### src/rtl/result_uart_tx.sv
// result_uart_tx
//   Transmit end of the host link. Takes sorted result words from the sorter
//   output stage and serialises each one onto the UART tx pin as DATA_WIDTH/8
//   bytes. Bytes go out least-significant first. Each byte is an 8N1 frame,
//   and the bits within a byte are sent LSB first.
//
// Ports
//   clk_i    system clock; all state changes on the rising edge
//   rst_ni   asynchronous active-low reset (release is expected to be synchronous)
//   data_i   result word to transmit
//   valid_i  data_i is valid
//   ready_o  a word can be accepted (high only while idle)
//   tx_o     registered UART serial output, idles high
//   busy_o   a word is being sent (state != IDLE)
//   words_o  count of fully transmitted words, wraps 0xFFFF -> 0
module result_uart_tx #(
    parameter int CLK_FREQ_HZ = 25_000_000,
    parameter int BAUD_RATE   = 115_200,
    parameter int DATA_WIDTH  = 32
) (
    input  logic                  clk_i,
    input  logic                  rst_ni,
    input  logic [DATA_WIDTH-1:0] data_i,
    input  logic                  valid_i,
    output logic                  ready_o,
    output logic                  tx_o,
    output logic                  busy_o,
    output logic [15:0]           words_o
);

    localparam int CLKS_PER_BIT = CLK_FREQ_HZ / BAUD_RATE;
    localparam int BYTES        = DATA_WIDTH / 8;
    localparam int CNT_W        = (CLKS_PER_BIT < 2) ? 1 : $clog2(CLKS_PER_BIT);
    localparam int BYTE_W       = (BYTES < 2) ? 1 : $clog2(BYTES);

    localparam logic [CNT_W-1:0]  BAUD_LAST = CNT_W'(CLKS_PER_BIT - 1);
    localparam logic [BYTE_W-1:0] BYTE_LAST = BYTE_W'(BYTES - 1);

    if (CLKS_PER_BIT < 2) begin : g_bad_baud
        $error("result_uart_tx: CLK_FREQ_HZ/BAUD_RATE must be at least 2");
    end
    if ((DATA_WIDTH < 8) || (DATA_WIDTH % 8 != 0)) begin : g_bad_width
        $error("result_uart_tx: DATA_WIDTH must be a non-zero multiple of 8");
    end

    typedef enum logic [1:0] {
        IDLE,
        START,
        DATA,
        STOP
    } state_t;

    state_t                  state_q;
    logic [CNT_W-1:0]        baud_q;
    logic [2:0]              bit_q;
    logic [BYTE_W-1:0]       byte_q;
    logic [DATA_WIDTH-1:0]   shift_q;
    logic                    tx_q;
    logic [15:0]             words_q;
    logic                    bit_end;
    logic                    accept;

    assign bit_end = (baud_q == BAUD_LAST);
    assign accept  = valid_i && (state_q == IDLE);

    assign ready_o = (state_q == IDLE);
    assign busy_o  = (state_q != IDLE);
    assign tx_o    = tx_q;
    assign words_o = words_q;

    // Word buffer. It is loaded only on acceptance, so changes on data_i
    // mid-frame cannot reach the line. It shifts right once per data bit.
    // After 8 shifts the next byte sits in bits [7:0].
    always_ff @(posedge clk_i) begin
        if (accept) begin
            shift_q <= data_i;
        end else if ((state_q == DATA) && bit_end) begin
            shift_q <= shift_q >> 1;
        end
    end

    // Frame sequencer. tx_q is loaded one edge ahead of each bit period, so
    // every level on the line is held for exactly CLKS_PER_BIT cycles.
    always_ff @(posedge clk_i or negedge rst_ni) begin
        if (!rst_ni) begin
            state_q <= IDLE;
            baud_q  <= '0;
            bit_q   <= '0;
            byte_q  <= '0;
            tx_q    <= 1'b1;
            words_q <= '0;
        end else begin
            case (state_q)
                IDLE: begin
                    if (valid_i) begin
                        state_q <= START;
                        baud_q  <= '0;
                        byte_q  <= '0;
                        tx_q    <= 1'b0;
                    end
                end
                START: begin
                    if (bit_end) begin
                        baud_q  <= '0;
                        bit_q   <= '0;
                        state_q <= DATA;
                        tx_q    <= shift_q[0];
                    end else begin
                        baud_q <= baud_q + CNT_W'(1);
                    end
                end
                DATA: begin
                    if (bit_end) begin
                        baud_q <= '0;
                        if (bit_q == 3'd7) begin
                            state_q <= STOP;
                            tx_q    <= 1'b1;
                        end else begin
                            bit_q <= bit_q + 3'd1;
                            // shift_q moves right on this same edge, so the
                            // next bit is still at index 1 here
                            tx_q  <= shift_q[1];
                        end
                    end else begin
                        baud_q <= baud_q + CNT_W'(1);
                    end
                end
                STOP: begin
                    if (bit_end) begin
                        baud_q <= '0;
                        if (byte_q != BYTE_LAST) begin
                            // the next byte's start bit follows directly, with no idle gap
                            byte_q  <= byte_q + BYTE_W'(1);
                            state_q <= START;
                            tx_q    <= 1'b0;
                        end else begin
                            state_q <= IDLE;
                            words_q <= words_q + 16'd1;
                        end
                    end else begin
                        baud_q <= baud_q + CNT_W'(1);
                    end
                end
                default: begin
                    state_q <= IDLE;
                    tx_q    <= 1'b1;
                end
            endcase
        end
    end

endmodule
### config.mk
export PLATFORM = sky130hd
export DESIGN_NAME = result_uart_tx
export DESIGN_NICKNAME = d
export VERILOG_FILES = /design/src/rtl/result_uart_tx.sv
export SDC_FILE = /design/constraint.sdc
export NUM_CORES = 1
export LEC_CHECK = 0
export ABC_AREA = 1
export ABC_CLOCK_PERIOD_IN_PS = 4180
export BUFFER_PORTS_ARGS = -buffer_cell sky130_fd_sc_hd__clkbuf_2
export CORE_MARGIN = 2
export CORE_UTILIZATION = 45
export DETAILED_ROUTE_END_ITERATION = 6
export HOLD_SLACK_MARGIN = 0.02
export PLACE_DENSITY_LB_ADDON = 0.1
export REMOVE_ABC_BUFFERS = 1
export SYNTH_ARGS = -nofsm -noshare
export SYNTH_HDL_FRONTEND = slang
export SYNTH_SLANG_ARGS = --single-unit
### constraint.sdc
create_clock -name clk_i -period 4.18 [get_ports clk_i]
set_input_delay 0.627 -clock clk_i [delete_from_list [all_inputs] [get_ports clk_i]]
set_output_delay 0.627 -clock clk_i [all_outputs]
set_load 0.03 [all_outputs]
==> flow_metrics.env <==
export IMPL_wl_met1_um=2980
export IMPL_grt_pass1_vias=2422
export IMPL_overflow=0
export IMPL_r2r_start="state_q[0]$_DFFE_PN0P_"
export IMPL_maxCapViolations=0
export IMPL_die_area_mm2=0.00806
export IMPL_io_pins=54
export IMPL_cts_sinks=64
export IMPL_outcome="completed"
export IMPL_cts_clk_slew_worst_paths_ns=0.08
export IMPL_die_w_um=89.8
export IMPL_vias=2390
export IMPL_routed_top_layer="met4"
export IMPL_comb_power_share=0.273
export IMPL_grt_start_max_net_pins=34
export IMPL_ys_types=26
export IMPL_fin_crit_sh=0.512
export IMPL_clock_fmax_mhz=468
export IMPL_critPathTopFamily="buffers and inverters"
export IMPL_post_cts_buffers=0
export IMPL_n_antenna_cell=0
export IMPL_setup_violations_final=0
export IMPL_grt_pass1_wl_um=11100
export IMPL_nets=450
export IMPL_wl_met2_um=2780
export IMPL_cts_hold_buf=0
export IMPL_synth_ff_type="edfxtp_1"
export IMPL_clkPwrFrac=0.292
export IMPL_crit_chain="inv_1 > ha_1 > inv_1 > clkbuf_2"
export IMPL_rows=31
export IMPL_drt_wl_total_um=6140
export IMPL_worstMarginPinSlew_ns=0.820
export IMPL_dr_first_iter_drc_count=91
export IMPL_cp_max_fo=6
export IMPL_cts_root_buf="clkbuf_8"
export IMPL_hpwl_um=4360
export IMPL_start_util=0.461
export IMPL_postSynthCellCount=343
export IMPL_crit_slowest_cell="dfrtp_1"
export IMPL_track_usage=0.167
export IMPL_syn_avg_cell_area_um2=9.65
export IMPL_start_kind="register"
export IMPL_core_mm2=0.00718
export IMPL_wl_met3_um=315
export IMPL_grt_setup_unrepaired="false"
export IMPL_ys_ff_latch=64
export IMPL_yosysMostFrequentCell="nand2_1"
export IMPL_drc=0
export IMPL_yosysWarnings=0
export IMPL_die_h_um=89.8
export IMPL_cts_inserted_buffers=9
export IMPL_endpoint_kind="output port"
export IMPL_endpoint="busy_o"
export IMPL_drive_above_1_share=0.278
export IMPL_power_internal_mw=1.39
export IMPL_synth_common_cells="nand2_1 (99), inv_1 (40), edfxtp_1 (32)"
export IMPL_power_mw=2.02
export IMPL_timing_rr_end="shift_q[10]$_DFFE_PP_"
export IMPL_worstRegToRegCells=6
export IMPL_min_period_ns=2.14
export IMPL_skew_ns=0.00793
export IMPL_path_class="register to output port"
export IMPL_cts_tree="built"
export IMPL_cp_depth=4
export IMPL_numPortBuffers=53
export IMPL_power_density_mw_per_mm2=516
export IMPL_dr_pass1_iters=4
export IMPL_p_leak_nw=1.74
export IMPL_antenna_found_initial=0
export IMPL_setup_tns_ns=0
export IMPL_critPathRequiredTime_ns=3.55
export IMPL_routed_via_density=4.70
export IMPL_vdd_ir_drop_max_uv=254
export IMPL_pwr_share_seq=0.435
export IMPL_wl_per_cell_um=12.1
export IMPL_gp_congestion=0.896
export IMPL_yosysTopAreaCell="edfxtp_1"
export IMPL_async_flop_share=0.500
export IMPL_crit_arrival_ns=1.51
export IMPL_syn_area_mm2=0.00331
export IMPL_critical_path_most_common_cell="inv_1"
export IMPL_critical_path_max_stage_delay_ns=0.44
export IMPL_syn_to_final_growth_pct=18.3
export IMPL_maxSlewHeadroom=0.453
export IMPL_hold_viol=0
export IMPL_ys_seq_area_frac=0.533
export IMPL_cts_htree_levels=3
export IMPL_synth_area_top_cells="edfxtp_1 (29%), dfrtp_1 (23%), nand2_1 (11%)"
export IMPL_switching_share=0.313
export IMPL_p_sw_mw=0.632
export IMPL_hp_class="input pin to asynchronous set/reset pin"
export IMPL_clk_path_buf_depth=2
export IMPL_r2r_slack_ns=2.28
export IMPL_clock_latency_ns=0.34
export IMPL_cp_startpoint="state_q[0]$_DFFE_PN0P_"
export IMPL_synth_edff_count=32
export IMPL_ctsResizeCount=0
export IMPL_synth_top_area_frac=0.290
export IMPL_worst_path_buf_inv=3
export IMPL_drv_slew=0
export IMPL_ant_nets=0
==> cell families (layout without fill, tap and decap cells) <==
group	after synthesis	after routing	synth area share
xor+xnor	11	11	0.0291
mux	31	31	0.105
flops	64	64	0.533
simple gates	160	160	0.206
buf+inv	44	111	0.0522
compound gates	23	23	0.0370
fa+ha+maj	10	10	0.0378
==> metrics by stage <==
stage,hold slack (ns),setup slack (ns),std cells,util,area (um^2)
after floorplan,0.331,0.528,339,-,3290
after CTS,0.401,2.03,509,0.546,3920
after global placement,0.478,2.28,493,0.515,3700
final,0.367,2.04,509,0.546,3920
after detailed placement,0.480,2.26,493,0.515,3700
after global routing,0.450,1.93,509,0.546,3920
==> routing by layer <==
metal	vias up	GRT usage
met4	0	0.0487
met1	1079	0.226
met3	8	0.0536
li1	1248	-
met5	-	0
met2	55	0.261
==> how the worst min path moves through the flow <==
stage,from,to,slack [ns]
CTS,rst_ni,baud_q[4]$_DFFE_PN0P_,0.40
finish,rst_ni,baud_q[4]$_DFFE_PN0P_,0.37
global route,rst_ni,state_q[1]$_DFFE_PN0P_,0.45
global placement,bit_q[1]$_DFFE_PN0P_,bit_q[1]$_DFFE_PN0P_,0.48
detailed placement,bit_q[1]$_DFFE_PN0P_,bit_q[1]$_DFFE_PN0P_,0.48
floorplan,rst_ni,baud_q[0]$_DFFE_PN0P_,0.33
==> layout make-up <==
cell class | count | area, um^2
clock buffer | 9 | 124
timing repair buffer | 55 | 280
sequential | 64 | 1760
inverter | 40 | 150
clock inverter | 7 | 96.3
multi-input combinational | 235 | 1380
tap | 99 | 124
fill | 664 | 3260
==> flip-flops by register name (all words and copies together) (netlist names) <==
signal and cells:
shift_q 32, baud_q 8, bit_q 3, byte_q 2, words_o 16, tx_o 1, state_q 2
==> cell usage in the layout (no fill, tap or decap), drive strengths merged <==
cell type | Yosys | routed
clkbuf | 0 | 62
xnor2 | 2 | 2
ha | 10 | 10
nor2 | 30 | 30
clkinvlp | 0 | 2
a21oi | 2 | 2
inv | 40 | 40
dfrtp | 31 | 31
bufinv | 0 | 2
o22ai | 3 | 3
nor3 | 2 | 2
clkinv | 0 | 3
buf | 4 | 2
o21ai | 18 | 18
mux2 | 31 | 31
nand4 | 6 | 6
or2 | 1 | 1
nand3 | 18 | 18
edfxtp | 32 | 32
xor2 | 9 | 9
dfstp | 1 | 1
nand2 | 103 | 103
==> worst register-to-register path: cells and delay by family, from the launching register on <==
kind | cells | cell delay (ns)
DFF | 1 | 0.44
adders and majority gates | 1 | 0.20
AOI/OAI and AO/OA | 1 | 0.12
buffers and inverters | 3 | 0.73
and+or+nand+nor | 1 | 0.06
==> power groups by stage <==
| stage | combinational [mW] | clock, mW | sequential [mW] |
|---|---|---|---|
| after floorplan | 0.422 | 0 | 0.886 |
| after global placement | 0.550 | 0 | 0.888 |
| after detailed placement | 0.560 | 0 | 0.891 |
| after CTS | 0.561 | 0.605 | 0.879 |
| after global routing | 0.626 | 0.632 | 0.893 |
| final | 0.551 | 0.590 | 0.879 |
(Power assumes the default switching activity.)
